==> src/rtl/ec_pkg.sv <==
// Shared definitions for the EC point add/double engine: FSM states and
// the worst-case latency as a function of coordinate width.
package ec_pkg;
  typedef enum logic [2:0] {IDLE, PREP, INV, MUL_L, MUL_X, MUL_Y, OUT} ec_state_t;

  function automatic int ec_max_lat(input int width);
    return 5 * width + 8;
  endfunction
endpackage

==> src/rtl/ec_mod_inv.sv <==
// Modular inverse by binary extended Euclid. One halving (or subtract+halve)
// per cycle, so at most 2*WIDTH-2 steps; done pulses one cycle, inv is held.
module ec_mod_inv #(
  parameter int WIDTH = 6
) (
  input  logic             clk,
  input  logic             rst_n,
  input  logic             start,
  input  logic [WIDTH+1:0] den,
  input  logic [WIDTH+1:0] prime,
  output logic             done,
  output logic [WIDTH+1:0] inv
);
  typedef logic [WIDTH+1:0] xw_t;
  localparam xw_t ONE = xw_t'(1);

  xw_t  u, v, x1, x2, p;
  logic run;

  function automatic xw_t half(xw_t x, xw_t m);
    return x[0] ? (x + m) >> 1 : x >> 1;
  endfunction

  function automatic xw_t msub(xw_t x, xw_t y, xw_t m);
    return (x >= y) ? x - y : x + m - y;
  endfunction

  // Invariant: x1*den == u and x2*den == v (mod p).
  always_ff @(posedge clk or negedge rst_n) begin
    if (!rst_n) begin
      u <= '0; v <= '0; x1 <= '0; x2 <= '0; p <= '0;
      run <= 1'b0; done <= 1'b0; inv <= '0;
    end else begin
      done <= 1'b0;
      if (start) begin
        u <= den; v <= prime; x1 <= ONE; x2 <= '0; p <= prime;
        run <= 1'b1;
      end else if (run) begin
        if (u == ONE) begin
          inv <= x1; done <= 1'b1; run <= 1'b0;
        end else if (v == ONE) begin
          inv <= x2; done <= 1'b1; run <= 1'b0;
        end else if (!u[0]) begin
          u <= u >> 1; x1 <= half(x1, p);
        end else if (!v[0]) begin
          v <= v >> 1; x2 <= half(x2, p);
        end else if (u >= v) begin
          u <= (u - v) >> 1; x1 <= half(msub(x1, x2, p), p);
        end else begin
          v <= (v - u) >> 1; x2 <= half(msub(x2, x1, p), p);
        end
      end
    end
  end
endmodule

==> src/rtl/ec_point_op.sv <==
// Elliptic-curve point add/double R = P + Q over GF(prime), iterative datapath.
// Optional out_inf flag enabled by defining EC_INF_FLAG_EN.
module ec_point_op
  import ec_pkg::*;
#(
  parameter int WIDTH     = 6,
  parameter int LAT_FIXED = 0
) (
  input  logic             clk,
  input  logic             rst_n,
  input  logic             in_valid,
  input  logic [WIDTH-1:0] in_Px,
  input  logic [WIDTH-1:0] in_Py,
  input  logic [WIDTH-1:0] in_Qx,
  input  logic [WIDTH-1:0] in_Qy,
  input  logic [WIDTH-1:0] in_prime,
  input  logic [WIDTH-1:0] in_a,
  output logic             busy,
  output logic             out_valid,
  output logic [WIDTH-1:0] out_Rx,
  output logic [WIDTH-1:0] out_Ry
`ifdef EC_INF_FLAG_EN
  ,
  output logic             out_inf
`endif
);
  typedef logic [WIDTH+1:0] xw_t;
  typedef logic [WIDTH-1:0] w_t;
  localparam logic [4:0] CNT_LAST = 5'(WIDTH - 1);
  localparam logic [7:0] REL_CNT  = 8'(ec_max_lat(WIDTH) - 1);

  ec_state_t  state;
  xw_t        px, py, qx, qy, p, a, num, lam, rx, res_x, res_y;
  xw_t        acc, m_a, m_b;
  logic [4:0] cnt;
  logic [7:0] lat_cnt;
  logic       inv_rdy, inv_done;
  xw_t        inv_val;
`ifdef EC_INF_FLAG_EN
  logic       res_inf;
`endif

  function automatic xw_t mod_add(xw_t x, xw_t y, xw_t m);
    xw_t s;
    s = x + y;
    return (s >= m) ? s - m : s;
  endfunction

  function automatic xw_t mod_sub(xw_t x, xw_t y, xw_t m);
    return (x >= y) ? x - y : x + m - y;
  endfunction

  // MSB-first shift-add: acc = 2*acc + bit*mult, reduced after each half-step.
  function automatic xw_t mul_step(xw_t acc_in, xw_t mult, logic b, xw_t m);
    xw_t t;
    t = acc_in << 1;
    if (t >= m) t = t - m;
    if (b) t = t + mult;
    if (t >= m) t = t - m;
    return t;
  endfunction

  xw_t  acc_nx, den, num_nx, rx_nx, ry_nx;
  logic same, inf, last, mul_run, inv_start;

  assign acc_nx    = mul_step(acc, m_a, m_b[WIDTH-1], p);
  assign same      = (px == qx) && (py == qy);
  assign inf       = (px == qx) && ((py != qy) || (py == '0));
  assign last      = (cnt == CNT_LAST);
  assign den       = same ? mod_add(py, py, p) : mod_sub(qx, px, p);
  // In PREP the multiplier squares Px while the inverse of the denominator runs.
  assign num_nx    = same ? mod_add(mod_add(mod_add(acc_nx, acc_nx, p), acc_nx, p), a, p)
                          : mod_sub(qy, py, p);
  assign rx_nx     = mod_sub(mod_sub(acc_nx, px, p), qx, p);
  assign ry_nx     = mod_sub(acc_nx, py, p);
  assign mul_run   = ((state == PREP) && !inf) || (state == MUL_L) ||
                     (state == MUL_X) || (state == MUL_Y);
  assign inv_start = (state == PREP) && (cnt == '0) && !inf;

  ec_mod_inv #(.WIDTH(WIDTH)) u_inv (
    .clk   (clk),
    .rst_n (rst_n),
    .start (inv_start),
    .den   (den),
    .prime (p),
    .done  (inv_done),
    .inv   (inv_val)
  );

  always_ff @(posedge clk or negedge rst_n) begin
    if (!rst_n) begin
      state <= IDLE; busy <= 1'b0; out_valid <= 1'b0;
      out_Rx <= '0; out_Ry <= '0;
      px <= '0; py <= '0; qx <= '0; qy <= '0; p <= '0; a <= '0;
      num <= '0; lam <= '0; rx <= '0; res_x <= '0; res_y <= '0;
      acc <= '0; m_a <= '0; m_b <= '0; cnt <= '0; lat_cnt <= '0;
      inv_rdy <= 1'b0;
`ifdef EC_INF_FLAG_EN
      res_inf <= 1'b0; out_inf <= 1'b0;
`endif
    end else begin
      if (busy) lat_cnt <= lat_cnt + 8'd1;
      if (inv_done) inv_rdy <= 1'b1;
      if (mul_run) begin
        acc <= acc_nx; m_b <= m_b << 1; cnt <= cnt + 5'd1;
      end
      case (state)
        IDLE: if (in_valid) begin
          px <= xw_t'(in_Px); py <= xw_t'(in_Py);
          qx <= xw_t'(in_Qx); qy <= xw_t'(in_Qy);
          p  <= xw_t'(in_prime); a <= xw_t'(in_a);
          m_a <= xw_t'(in_Px); m_b <= xw_t'(in_Px); acc <= '0; cnt <= '0;
          busy <= 1'b1; lat_cnt <= '0; inv_rdy <= 1'b0;
`ifdef EC_INF_FLAG_EN
          res_inf <= 1'b0;
`endif
          state <= PREP;
        end
        PREP: if (inf) begin
          res_x <= '0; res_y <= '0;
`ifdef EC_INF_FLAG_EN
          res_inf <= 1'b1;
`endif
          state <= OUT;
        end else if (last) begin
          num <= num_nx; state <= INV;
        end
        INV: if (inv_rdy || inv_done) begin
          m_a <= num; m_b <= inv_val; acc <= '0; cnt <= '0;
          state <= MUL_L;
        end
        MUL_L: if (last) begin
          lam <= acc_nx; m_a <= acc_nx; m_b <= acc_nx; acc <= '0; cnt <= '0;
          state <= MUL_X;
        end
        MUL_X: if (last) begin
          rx <= rx_nx; m_a <= lam; m_b <= mod_sub(px, rx_nx, p);
          acc <= '0; cnt <= '0;
          state <= MUL_Y;
        end
        MUL_Y: if (last) begin
          res_x <= rx; res_y <= ry_nx; state <= OUT;
        end
        OUT: begin
          // OUT holds until release; the out_valid cycle itself stays busy.
          if (out_valid) begin
            out_valid <= 1'b0; out_Rx <= '0; out_Ry <= '0; busy <= 1'b0;
`ifdef EC_INF_FLAG_EN
            out_inf <= 1'b0;
`endif
            state <= IDLE;
          end else if (LAT_FIXED == 0 || lat_cnt == REL_CNT) begin
            out_valid <= 1'b1; out_Rx <= w_t'(res_x); out_Ry <= w_t'(res_y);
`ifdef EC_INF_FLAG_EN
            out_inf <= res_inf;
`endif
          end
        end
        default: state <= IDLE;
      endcase
    end
  end
endmodule

==> config.mk <==
export PLATFORM = sky130hd
export DESIGN_NAME = ec_point_op
export DESIGN_NICKNAME = d
export VERILOG_FILES = /design/src/rtl/ec_pkg.sv /design/src/rtl/ec_mod_inv.sv /design/src/rtl/ec_point_op.sv
export SDC_FILE = /design/constraint.sdc
export NUM_CORES = 1
export LEC_CHECK = 0
export BUFFER_PORTS_ARGS = -buffer_cell sky130_fd_sc_hd__buf_2
export CAP_MARGIN = 5
export CORE_ASPECT_RATIO = 1.75
export CORE_MARGIN = 4
export CORE_UTILIZATION = 35
export CTS_BUF_LIST = sky130_fd_sc_hd__clkbuf_8 sky130_fd_sc_hd__clkbuf_16
export DETAILED_ROUTE_END_ITERATION = 16
export PLACE_DENSITY_LB_ADDON = 0.25
export SYNTH_ARGS = -nofsm -noshare
export SYNTH_HDL_FRONTEND = slang
export SYNTH_SLANG_ARGS = --single-unit
==> constraint.sdc <==
create_clock -name clk -period 13.6 [get_ports clk]
set_input_delay 0.68 -clock clk [delete_from_list [all_inputs] [get_ports clk]]
set_output_delay 0.68 -clock clk [all_outputs]
set_load 0.03 [all_outputs]
==> results of run 1 <==
final cells by class:
| type | count | area, um2 | share of cell area |
|---|---|---|---|
| Multi-Input combinational cell | 1661 | 12100 | 0.651 |
| Tap cell | 648 | 811 | 0.0435 |
| Inverter | 170 | 638 | 0.0343 |
| Timing Repair Buffer | 88 | 537 | 0.0288 |
| Clock buffer | 17 | 425 | 0.0228 |
| Sequential cell | 157 | 3930 | 0.211 |
| Clock inverter | 15 | 161 | 0.00867 |
layer usage:
| metal | wire length, um | part of all wire |
|---|---|---|
| met1 | 19300 | 0.35 |
| met2 | 29800 | 0.54 |
| met3 | 1420 | 0.026 |
| met4 | 4970 | 0.090 |
| met5 | 0 | 0 |
cell usage in the layout, fill, tap and decap left out, drive strengths merged, types with 33 or more instances in the layout:
master and instances:
buf 88, ha 206, xnor2 92, inv 180
o21ai 190, a21oi 181, nand2 205, dfrtp 157
xor2 45, fa 50, nand2b 33, mux2i 44
nor2 167, a21o 67, nor2b 44
logic make-up (layout without fill, tap and decap cells):
| family | Yosys count | after routing | synth area share |
|---|---|---|---|
| AO/OA/AOI/OAI | 629 | 629 | 0.231 |
| XOR/XNOR | 137 | 137 | 0.0713 |
| adder cells (fa/ha/maj) | 256 | 256 | 0.211 |
| buffers and inverters | 246 | 290 | 0.0547 |
| flip-flops | 157 | 157 | 0.232 |
| multiplexers | 65 | 65 | 0.0409 |
| AND/OR/NAND/NOR | 574 | 574 | 0.159 |
stage by stage:
step | instances | hold WS, ns | setup slack (ns)
finish | 2756 | 0.291 | 0.954
global route | 2756 | 0.388 | 0.0280
CTS | 2756 | 0.325 | 0.425
detailed placement | 2724 | 0.466 | 0.461
global placement | 2724 | 0.462 | 0.754
floorplan | 2064 | 0.384 | 0.468
final timing paths:
check | start | to | slack [ns] | cells after the start
worst max-delay path | p[1] | num[0] | 0.95 | 57
worst min-delay path | rst_n | out_Rx[2] | 0.29 | 1
worst max register to register | p[1] | num[0] | 0.95 | 57
worst min register to register | out_Ry[3] | out_Ry[3] | 0.48 | 2
max in group asynchronous | rst_n | u_inv.u[7] | 11.85 | 2
min in group clk | in_a[1] | a[1] | 0.41 | 3
worst max-delay path, delay by kind of cell (launching register included):
family / cells / cell delay [ns]
flip-flops: 1 / 0.38
buffers and inverters: 6 / 0.93
multiplexers: 4 / 1.31
AND/OR/NAND/NOR: 13 / 2.57
XOR/XNOR: 2 / 0.26
adder cells (fa/ha/maj): 12 / 3.64
AO/OA/AOI/OAI: 20 / 3.46
synth_stat cells (13+ instances only):
cell type | count | area (um2)
a21oi_1 | 180 | 901
ha_1 | 206 | 2580
a21o_1 | 67 | 503
nand4_1 | 13 | 81.3
fa_1 | 50 | 1000
o21bai_1 | 21 | 158
nand2_1 | 205 | 769
a31oi_1 | 15 | 93.8
nand3_1 | 24 | 120
mux2i_1 | 43 | 430
o211ai_1 | 21 | 158
nor2_1 | 167 | 627
nand2b_1 | 33 | 206
inv_1 | 170 | 638
mux2_2 | 20 | 225
xor2_1 | 45 | 394
a211oi_1 | 25 | 188
nor2b_1 | 44 | 275
nor3_1 | 22 | 110
o21ai_0 | 185 | 926
o31ai_1 | 15 | 113
clkbuf_1 | 71 | 267
dfrtp_1 | 157 | 3930
xnor2_1 | 91 | 797
state kept, by name, summed over array words and instances, names as in the netlist, 7 cells and up:
register	flops
acc	7
u_inv.v	7
lam	8
u_inv.x2	7
m_a	8
num	8
u_inv.u	8
u_inv.x1	7
==> results_dict.tcl, run 1 <==
set metrics [dict create \
    final_layout_size_suffix_gt1_frac 0.0840 \
    grt_most_used_layer "met2" \
    synth_seq_area_share 0.232 \
    yosys_most_used_dff "dfrtp_1" \
    synthCells 2064 \
    rows 106 \
    clk_latency_ns 0.48 \
    core_mm2 0.0479 \
    place_area_mm2 0.0180 \
    die_h_um 299 \
    maxSlewViolCount 0 \
    antenna_found_initial 0 \
    drc 0 \
    drt_iter0_drc 657 \
    grt_usage 0.214 \
    nNetsFinal 2390 \
    maxCapViolations 0 \
    fillers 4911 \
    max_freq_ghz 0.0791 \
    cts_tree "done" \
    cp_common_cell "ha_1" \
    use_met2 0.404 \
    final_util 0.389 \
    initial_utilization 0.354 \
    worstHoldPathType "in2async" \
    ant_nets 0 \
    synth.net_count 2359 \
    cts_buffer_depth 2 \
    grt.overflow.total 0 \
    status "complete, no violations" \
    met3_usage 0.0237 \
    postCtsSetupBuffers 0 \
    ys_types 81 \
    wirelength_um 55400 \
    met1_usage 0.208 \
    numCtsBuffers 17 \
    post-route-period-util 0.930 \
    h-tree-depth 4 \
    slowest_delay_ns 0.48 \
    finalInstanceArea_mm2 0.0186 \
    tightestPinTransition_ns 1.15 \
    ys_ff_latch 157 \
    async_flop_share 1.00 \
    avgSynthCellArea_um2 8.20 \
    dpl.hpwl_um 44600 \
    syn-cell-area_mm2 0.0169 \
    yosysWarnings 0 \
    tns_ns 0 \
    place.port_buffers 52 \
    fin_worst_skew_ns 0.0219 \
    place.gp.congestion 0.934 \
    grt_pass1_wl_um 87000 \
    path_clk_slew_ns 0.09 \
    die-area_mm2 0.0521 \
    diodes 0 \
    die-width_um 174 \
    setup_violations 0 \
    relSlewSlack 0.229 \
    cts_resized 0 \
    final-hold-violation-count 0 \
    cp.required_ns 14.01 \
    grt_max_degree 94 \
    wl_per_cell_um 20.1 \
    critPathSlowestCell "or3_4" \
    dr.pass1.iters 5 \
    via_per_inst 5.43 \
    synth_edf_count 0 \
    grt_pass1_vias 15700 \
    cp-end-kind "flip-flop" \
    path_class "reg2reg" \
    critPathLaunchType "flip-flop" \
    clock-sinks 157 \
    rsz0062_at_grt "no" \
    area_delta_synth_final_pct 10.0 \
    period_minus_slack_ns 12.65 \
    crit_arrival_ns 13.05 \
    io_pins 53 \
    ctsHoldBuffers 0 \
    cp_max_fo 15 \
    clock-root-buffer "clkbuf_16" \
    num_vias 15000 \
]
Power of run 1 is not shown: default switching activity piles up to over one toggle a cycle in this logic, so the estimate is an artifact.
==> inputs of run 2 (changes only) <==
--- a/config.mk
+++ b/config.mk
@@ -5,6 +5,7 @@
 export SDC_FILE = /design/constraint.sdc
 export NUM_CORES = 1
 export LEC_CHECK = 0
+export ABC_AREA = 1
 export BUFFER_PORTS_ARGS = -buffer_cell sky130_fd_sc_hd__buf_2
 export CAP_MARGIN = 5
 export CORE_ASPECT_RATIO = 1.75
==> results_dict.tcl, run 2 <==
set metrics [dict create \
    status "complete, no violations" \
    core_mm2 0.0486 \
    final_layout_size_suffix_gt1_frac 0.0676 \
    synth_edf_count 0 \
    tightestPinTransition_ns 1.16 \
    crit_arrival_ns 12.48 \
    via_per_inst 5.20 \
    rsz0062_at_grt "no" \
    numCtsBuffers 17 \
    clock-root-buffer "clkbuf_16" \
    cp-end-kind "flip-flop" \
    critPathSlowestCell "fa_1" \
    grt_most_used_layer "met2" \
    synthCells 2424 \
    avgSynthCellArea_um2 7.08 \
    die_h_um 301 \
    relSlewSlack 0.222 \
    critPathLaunchType "flip-flop" \
    grt.overflow.total 0 \
    cp.required_ns 14.00 \
    grt_pass1_vias 16800 \
    nNetsFinal 2768 \
    antenna_found_initial 0 \
    path_class "reg2reg" \
    maxCapViolations 0 \
    wirelength_um 60000 \
    path_clk_slew_ns 0.07 \
    num_vias 16300 \
    die-area_mm2 0.0528 \
    synthMostInstantiatedCell "nand2_1" \
    ant_nets 0 \
    async_flop_share 1.00 \
    h-tree-depth 4 \
    max_freq_ghz 0.0828 \
    synth_seq_area_share 0.229 \
    period_minus_slack_ns 12.08 \
    instances_no_fill 3140 \
    maxSlewViolCount 0 \
    cts_buffer_depth 2 \
    yosysWarnings 0 \
    synth_top_area_frac 0.229 \
    met1_usage 0.209 \
    cts_tree "done" \
    drt_iter0_drc 903 \
    synth.net_count 2719 \
    io_pins 53 \
    dr.pass1.iters 5 \
    fin_worst_skew_ns 0.0102 \
    use_met2 0.426 \
    place.port_buffers 52 \
    worstHoldPathType "in2async" \
    initial_utilization 0.353 \
    cp_max_fo 12 \
    drc 0 \
    wl_per_cell_um 19.1 \
    cp_common_cell "nand2_1" \
    grt_usage 0.227 \
    yosys.area.top_type "dfrtp_1" \
    ys_ff_latch 157 \
    yosys-top-cells-count "nand2_1 (500), inv_1 (389), o21ai_0 (242), ha_1 (206), nor2_1 (196)" \
    rows 107 \
    worst_slack_ns 1.52 \
    area_delta_synth_final_pct 9.90 \
    ys_types 59 \
    met3_usage 0.0217 \
    yosys_most_used_dff "dfrtp_1" \
    syn-cell-area_mm2 0.0172 \
    ctsHoldBuffers 0 \
    setup_violations 0 \
    tns_ns 0 \
    dp_cells 3108 \
    dp_slack_ns 1.34 \
    slowest_delay_ns 0.51 \
    layout_common_cells "nand2_1 (500), inv_1 (388), o21ai_0 (240)" \
    post-route-period-util 0.888 \
    ys_top_cells_by_area "dfrtp_1 (23%), ha_1 (15%), nand2_1 (11%), inv_1 (8.5%), o21ai_0 (7.1%)" \
    die-width_um 175 \
    dpl.hpwl_um 49400 \
    grt_pass1_wl_um 92000 \
    clk_latency_ns 0.47 \
    diodes 0 \
    grt_max_degree 69 \
    place.gp.congestion 0.939 \
    final_common_cell "nand2_1" \
    final-hold-violation-count 0 \
    clock-sinks 157 \
]
## run 2: cell types whose count changed after synthesis, moves of 17 or more
cell and change:
clkbuf_1 -30, o21ai_0 +57, nand2b_1 -33, a21o_1 -63, xnor2_1 -51, mux2i_1 -41
nor2_1 +29, mux2_2 -20, xor2_1 +28, nor2b_1 -44, a21oi_1 -17, nand3_1 +83
inv_1 +219, nand2_1 +295
## run 2: what timing repair did
| item | CTS | global route |
|---|---|---|
| resized for setup | 0 | 4 |
| endpoints found under the setup margin | 0 | 8 |
| setup buffers | 0 | 0 |
## run 2: path summary, 6_finish.rpt
kind | cells past startpoint | start | slack (ns) | end
hold reg to reg | 2 | out_Rx[0] | 0.48 | out_Rx[0]
max in group asynchronous | 3 | rst_n | 11.42 | p[3]
setup / recovery | 69 | p[5] | 1.52 | num[1]
hold / removal | 1 | rst_n | 0.1 | out_Rx[0]
setup reg to reg | 69 | p[5] | 1.52 | num[1]
min in group clk | 3 | in_a[5] | 0.40 | a[5]
## run 2: cells by family (layout without fill, tap and decap cells)
logic type,Yosys count,in the layout,share of synthesized area
AND/OR/NAND/NOR,914,914,0.230
AO/OA/AOI/OAI,539,539,0.176
buffers and inverters,443,505,0.0974
adder cells (fa/ha/maj),256,256,0.209
flip-flops,157,157,0.229
XOR/XNOR,113,113,0.0577
multiplexers,2,2,0.00117
## run 2: cell type report
class	instances	area [um2]
clock buffers	17	425
clock inverters	15	190
fillers	5080	29700
inverters	401	1520
multi-input cells	1824	11600
flip-flops and latches	157	3930
well taps	654	818
repair buffers	72	417
## run 2: worst max-delay path: cells and delay by family (launching register included)
kind            cells  cell delay, ns
simple gates       31            3.55
fa+ha+maj           9            3.18
compound gates     15            2.99
buf+inv            12            1.52
flops               1            0.40
xor+xnor            2            0.34
## run 2: metrics by stage
step | hold WS (ns) | utilization | instance area [um2]
6_report | 0.0989 | 0.388 | 18900
5_1_grt | 0.112 | 0.388 | 18900
4_1_cts | 0.0891 | 0.388 | 18800
3_5_place_dp | 0.468 | 0.375 | 18200
3_3_place_gp | 0.469 | 0.375 | 18200
2_1_floorplan | 0.384 | - | 17200
## run 2: layer usage
metal / part of all wire / up-vias
met5: 0 / -
met4: 0.11 / 0
met3: 0.027 / 222
met2: 0.52 / 421
met1: 0.34 / 7639
li1: - / 8057
Power of run 2 is left out for the same reason.
